$ cat config.mk
export PLATFORM = sky130hd
export DESIGN_NAME = wb_sched
export DESIGN_NICKNAME = d
export VERILOG_FILES = /design/src/rtl/wb_pkg.sv /design/src/rtl/rr_arbiter.sv /design/src/rtl/wb_sched.sv
export SDC_FILE = /design/constraint.sdc
export NUM_CORES = 1
export LEC_CHECK = 0
export ABC_CLOCK_PERIOD_IN_PS = 4410
export BUFFER_PORTS_ARGS = -buffer_cell sky130_fd_sc_hd__buf_2
export CORE_MARGIN = 3
export CORE_UTILIZATION = 50
export DETAILED_ROUTE_END_ITERATION = 10
export PLACE_DENSITY = 0.82
export SLEW_MARGIN = 20
export SYNTH_ARGS = -nofsm -noshare
export SYNTH_HDL_FRONTEND = slang
export SYNTH_HIERARCHICAL = 1
export SYNTH_SLANG_ARGS = --single-unit
$ cat constraint.sdc
create_clock -name clk -period 4.41 [get_ports clk]
set_input_delay 0 -clock clk [delete_from_list [all_inputs] [get_ports clk]]
set_output_delay 0 -clock clk [all_outputs]
set_load 0.02 [all_outputs]
$ cat src/rtl/wb_pkg.sv
// Shared constants for the writeback scheduler and its arbiter.
package wb_pkg;
    localparam int XLEN         = 32;
    localparam int REG_AW       = 5;
    localparam int NREG         = 32;
    localparam int NREQ_DEFAULT = 3;

    // Writeback source indices in the request vectors.
    localparam int SRC_ALU = 0;
    localparam int SRC_LSU = 1;
    localparam int SRC_MDU = 2;
endpackage

$ cat src/rtl/rr_arbiter.sv
// Round-robin arbiter: grants the lowest valid index at or after the pointer
// (wrapping), and moves the pointer past the winner when the grant is taken.
module rr_arbiter #(
    parameter int N = 3,
    localparam int PW = (N > 1) ? $clog2(N) : 1
) (
    input  logic          clk,
    input  logic          rst_,
    input  logic [N-1:0]  i_valid,
    input  logic          i_advance,
    output logic [N-1:0]  o_grant,
    output logic [PW-1:0] o_ptr
);
    logic [PW-1:0] r_ptr;
    logic [PW-1:0] w_gidx;
    logic [N-1:0]  w_grant;
    logic          w_found;

    function automatic int wrap(input int a);
        return (a >= N) ? a - N : a;
    endfunction

    // Search from the pointer upward, wrapping, and take the first valid source.
    always_comb begin
        w_grant = '0;
        w_gidx  = '0;
        w_found = 1'b0;
        for (int k = 0; k < N; k++) begin
            if (!w_found && i_valid[wrap(int'(r_ptr) + k)]) begin
                w_found                          = 1'b1;
                w_grant[wrap(int'(r_ptr) + k)]   = 1'b1;
                w_gidx                           = PW'(wrap(int'(r_ptr) + k));
            end
        end
    end

    // Pointer moves to one past the winner only on a taken grant.
    always_ff @(posedge clk or negedge rst_) begin
        if (!rst_) begin
            r_ptr <= '0;
        end else if (i_advance && w_found) begin
            r_ptr <= (w_gidx == PW'(N - 1)) ? '0 : w_gidx + PW'(1);
        end
    end

    assign o_grant = w_grant;
    assign o_ptr   = r_ptr;
endmodule

$ cat src/rtl/wb_sched.sv
// Writeback scheduler: arbitrates NREQ result sources onto the single register
// file write port through a registered output stage, and keeps the busy
// scoreboard of destination registers reserved at issue.
module wb_sched
    import wb_pkg::*;
#(
    parameter int NREQ = NREQ_DEFAULT
) (
    input  logic                   clk,
    input  logic                   rst_,
    input  logic [NREQ-1:0]        req_valid_i,
    input  logic [REG_AW*NREQ-1:0] req_addr_i,
    input  logic [XLEN*NREQ-1:0]   req_data_i,
    output logic [NREQ-1:0]        req_ready_o,
    output logic                   we_o,
    output logic [REG_AW-1:0]      waddr_o,
    output logic [XLEN-1:0]        wdata_o,
    input  logic                   rsv_i,
    input  logic [REG_AW-1:0]      rsv_addr_i,
    output logic                   rsv_ok_o,
    input  logic [REG_AW-1:0]      raddr1_i,
    input  logic [REG_AW-1:0]      raddr2_i,
    output logic                   hz1_o,
    output logic                   hz2_o,
    output logic [NREG-1:0]        busy_o
);
    localparam int PW = (NREQ > 1) ? $clog2(NREQ) : 1;

    // Handshake: a source result is consumed on a clk edge where req_valid_i[i]
    // and req_ready_o[i] are both high; the register file never stalls, so
    // every grant is a consumption.
    logic [NREQ-1:0]   w_grant;
    logic [PW-1:0]     w_ptr;
    logic              w_any;
    logic [REG_AW-1:0] w_gnt_addr;
    logic [XLEN-1:0]   w_gnt_data;
    logic [NREG-1:0]   w_busy_nxt;

    logic              r_we;
    logic [REG_AW-1:0] r_waddr;
    logic [XLEN-1:0]   r_wdata;
    logic [NREG-1:0]   r_busy;

    rr_arbiter #(.N(NREQ)) u_arb (
        .clk       (clk),
        .rst_      (rst_),
        .i_valid   (req_valid_i),
        .i_advance (w_any),
        .o_grant   (w_grant),
        .o_ptr     (w_ptr)
    );

    assign w_any = |w_grant;

    // Select the granted source's address and data.
    always_comb begin
        w_gnt_addr = '0;
        w_gnt_data = '0;
        for (int i = 0; i < NREQ; i++) begin
            if (w_grant[i]) begin
                w_gnt_addr = req_addr_i[REG_AW*i +: REG_AW];
                w_gnt_data = req_data_i[XLEN*i +: XLEN];
            end
        end
    end

    // Output register; writes to x0 are consumed but never reach the file.
    always_ff @(posedge clk or negedge rst_) begin
        if (!rst_) begin
            r_we    <= 1'b0;
            r_waddr <= '0;
            r_wdata <= '0;
        end else begin
            r_we <= w_any && (w_gnt_addr != '0);
            if (w_any && (w_gnt_addr != '0)) begin
                r_waddr <= w_gnt_addr;
                r_wdata <= w_gnt_data;
            end
        end
    end

    assign rsv_ok_o = (rsv_addr_i == '0) | ~r_busy[rsv_addr_i]
                    | (r_we & (r_waddr == rsv_addr_i));

    // Scoreboard update: the write in flight clears, a new reservation sets
    // (and wins over a clear of the same register); x0 is never busy.
    always_comb begin
        w_busy_nxt = r_busy;
        if (r_we) begin
            w_busy_nxt[r_waddr] = 1'b0;
        end
        if (rsv_i && rsv_ok_o && (rsv_addr_i != '0)) begin
            w_busy_nxt[rsv_addr_i] = 1'b1;
        end
        w_busy_nxt[0] = 1'b0;
    end

    // Scoreboard register.
    always_ff @(posedge clk or negedge rst_) begin
        if (!rst_) begin
            r_busy <= '0;
        end else begin
            r_busy <= w_busy_nxt;
        end
    end

    // A register being written this cycle is forwarded, so it is not a hazard.
    assign hz1_o = r_busy[raddr1_i] & ~(r_we & (r_waddr == raddr1_i));
    assign hz2_o = r_busy[raddr2_i] & ~(r_we & (r_waddr == raddr2_i));

    assign req_ready_o = w_grant;
    assign we_o        = r_we;
    assign waddr_o     = r_waddr;
    assign wdata_o     = r_wdata;
    assign busy_o      = r_busy;

    a_grant_onehot: assert property (@(posedge clk) disable iff (!rst_) $onehot0(w_grant));
    a_grant_valid:  assert property (@(posedge clk) disable iff (!rst_) ((w_grant & ~req_valid_i) == '0));
    a_ptr_range:    assert property (@(posedge clk) disable iff (!rst_) (int'(w_ptr) < NREQ));
endmodule

==> impl_metrics.env <==
export IMPL_die_w_um=109
export IMPL_setup_violations_final=0
export IMPL_cts_inserted_buffers=9
export IMPL_drive_above_1_share_pct=39.2
export IMPL_cts_path_max_buffers=2
export IMPL_synthesis_nets=692
export IMPL_pwr_density_cell_mw_per_mm2=797
export IMPL_synthAdderAreaFrac_pct=0.942
export IMPL_slowest_stage="nor2_1"
export IMPL_clk_pin_slew_worst_paths_ns=0.08
export IMPL_core_region_area_mm2=0.0103
export IMPL_rsz0062_at_grt="no"
export IMPL_leakagePower_nw=3.07
export IMPL_io_pin_count=208
export IMPL_vias=5643
export IMPL_synthMuxAreaShare_pct=20.4
export IMPL_placed_cell_area_mm2=0.00634
export IMPL_fillerInstances=808
export IMPL_cts_tree="yes"
export IMPL_place_ws_ns=-0.0817
export IMPL_ant_nets=0
export IMPL_synth_ff_type="dfrtp_1"
export IMPL_grt_ovfl_total=0
export IMPL_skew_ns=0.00857
export IMPL_synth_edf_count=0
export IMPL_clock_sinks=71
export IMPL_antenna_found_initial=0
export IMPL_firstDrtPassIters=5
export IMPL_dieArea_mm2=0.0119
export IMPL_power_total_mw=5.34
export IMPL_finalNetCount=883
export IMPL_area_growth_pct=26.1
export IMPL_synth_compound_area_share_pct=19.6
export IMPL_peakVddDrop_mv=0.464
export IMPL_worst_slack_ns=0.407
export IMPL_grt_pass1_wl_um=26900
export IMPL_final_cell_area_mm2=0.00670
export IMPL_max_freq_mhz=250
export IMPL_initial_core_util_pct=51.5
export IMPL_rows=37
export IMPL_rrSetupSlack_ns=0.41
export IMPL_crit_family="simple AND/OR/NAND/NOR gates"
export IMPL_critPathBufInv=2
export IMPL_max_stage_delay_ns=0.45
export IMPL_synth_seq_area_share_pct=33.4
export IMPL_yosysUniqueCellTypes=62
export IMPL_worstSkewPairLatency_ns=0.35
export IMPL_end_kind="flop"
export IMPL_grt_max_degree=67
export IMPL_worstSetupPathType="flop to flop"
export IMPL_die_h_um=109
export IMPL_synth_area_mm2=0.00531
export IMPL_cts_setup_buffers=0
export IMPL_numPortBuffers=206
export IMPL_async_flop_share_pct=100
export IMPL_drcViolationCount=0
export IMPL_grtUsageTotal_pct=29.1
export IMPL_synth_xor_area_share_pct=2.47
export IMPL_synth_simple_area_share_pct=18.3
export IMPL_ys_ff_latch=71
export IMPL_drt_iter0_markers=464
export IMPL_synth_avg_cell_area_um2=9.56
export IMPL_routedWlPerCell_um=20.2
export IMPL_cts_root_buffer="clkbuf_8"
export IMPL_hp_class="primary input to flop"
export IMPL_cpMostUsedCell="a21oi_1"
export IMPL_dp_final_hpwl_um=13000
export IMPL_cts_htree_levels=3
export IMPL_viasPerCell=6.35
export IMPL_crit_required_ns=4.65
export IMPL_period_needed_ns=4.00
export IMPL_start_kind="flop"
export IMPL_yosysWarnings=6
export IMPL_grt_pass1_vias=5256
export IMPL_cp_cell_sequence="inv_1 > ha_1 > mux2i_1 > o22ai_1 > nor2b_1 > a21boi_0 > o32ai_4 > buf_4 > a21oi_1 > a21oi_1 > nor2_1 > nand3_4 > mux2_1"
export IMPL_place_congestion=0.962
export IMPL_final_common_cell="buf_2"
export IMPL_n_antenna_cell=0
export IMPL_period_share_pct=90.8
export IMPL_wirelength_um=18000
export IMPL_worst_pin_slew_ns=1.07
export IMPL_status="finished, final reports clean"
export IMPL_critical_path_arrival_ns=4.24
export IMPL_layout_common_cells="buf_2, nand2_1, dfrtp_1"
export IMPL_maxCapViolCount=0
export IMPL_finalHoldViolations=0
export IMPL_fin_setup_tns_ns=0
export IMPL_path_max_fanout=43
export IMPL_slew_headroom_pct=27.8
export IMPL_synth_top_family_by_area="multiplexers"
export IMPL_syn_inst=556
export IMPL_final_max_slew_viol_count=0
[per-stage QoR]
stage / cells / hold WS [ns] / util [%]
floorplan: 556 / -0.296 / -
global placement: 857 / 0.0804 / 61.4
detailed placement: 857 / 0.0972 / 61.4
CTS: 886 / 0.00108 / 64.5
global route: 888 / 0.00645 / 64.9
finish: 888 / 0.00707 / 64.9
[cell families after synthesis]
kind of cell | after synthesis
AO/OA/AOI/OAI | 159
XOR/XNOR | 15
adder cells (fa/ha/maj) | 4
buffers and inverters | 53
flip-flops | 71
multiplexers | 69
other | 1
AND/OR/NAND/NOR | 184
[Yosys cell counts, types with 3 or more instances]
master    number  area share [%]
nand3_1       41             3.9
mux2_4        27             7.6
nand2_1       77             5.4
nand2b_1       7            0.82
buf_2          7            0.66
a41o_1         3            0.57
inv_1          7            0.49
o41ai_1        3            0.49
ha_1           4            0.94
buf_1          3            0.21
a31oi_1        3            0.35
o21ai_1        3            0.28
buf_6          5             1.1
a22oi_1       32             4.5
a32o_1         3            0.57
xor2_1         9             1.5
nor4_2         4            0.94
o311ai_1      15             2.5
nor3b_2        3            0.71
mux2_1         5             1.1
a21oi_1       12             1.1
dfrtp_1       71              33
clkbuf_1      27             1.9
xnor2_1        6            0.99
nor2b_1        7            0.82
nor2_1        11            0.78
mux4_2        20             8.5
nand3b_1      12             1.7
o22ai_1        6            0.71
o21ai_0       65             6.1
and3_1         3            0.35
mux2i_1       16             3.0
[repair_timing]
item,CTS,global route
hold buffers,13,1
pin swaps,0,1
endpoints found under the setup margin,32,32
gates resized for setup,1,2
endpoints found under the hold margin,41,1
cloned,0,1
[power by group]
part	total [mW]	switching, mW	internal (mW)
Clock	0.493	0.279	0.214
Combinational	3.46	1.93	1.53
Sequential	1.38	0.411	0.973
Total	5.34	2.62	2.72
[area by class of cell]
class | instances | area, um^2 | area share (%)
multi-input combinational | 433 | 3340 | 49.9
inverter | 9 | 33.8 | 0.504
timing repair buffer | 223 | 1190 | 17.8
sequential | 71 | 1780 | 26.5
clock inverter | 7 | 58.8 | 0.878
tap | 136 | 170 | 2.54
clock buffer | 9 | 124 | 1.85
[worst min-delay path, cell delays in order]
cell and delay (ns):
buf_2 0.07, nand2_1 0.04, o21ai_0 0.07, mux2_4 0.14
[layer usage]
metal	GRT usage [%]	vias to the layer above	routed length, um
met5	0	-	0
met4	14.7	0	893
met3	6.22	75	1690
met2	47.0	374	8690
met1	36.8	2712	6690
li1	-	2482	-
[sequential cells by signal, indices dropped and copies added, names as in the netlist]
signal / cells
waddr_o: 5
busy_o: 31
we_o: 1
u_arb/o_ptr: 2
wdata_o: 32
[final timing paths]
path,endpoint,from,cells past startpoint
worst max-delay path,wdata_o[28]$_DFFE_PN0P_,u_arb/o_ptr[0]$_DFFE_PN0P_,13
worst min-delay path,wdata_o[31]$_DFFE_PN0P_,req_data_i[95],4
worst min register to register,wdata_o[29]$_DFFE_PN0P_,wdata_o[29]$_DFFE_PN0P_,1
worst max register to register,wdata_o[28]$_DFFE_PN0P_,u_arb/o_ptr[0]$_DFFE_PN0P_,13
min in group asynchronous,busy_o[23]$_DFF_PN0_,rst_,2
max in group asynchronous,wdata_o[1]$_DFFE_PN0P_,rst_,3
Note: power is estimated with default switching activity, not from simulation.
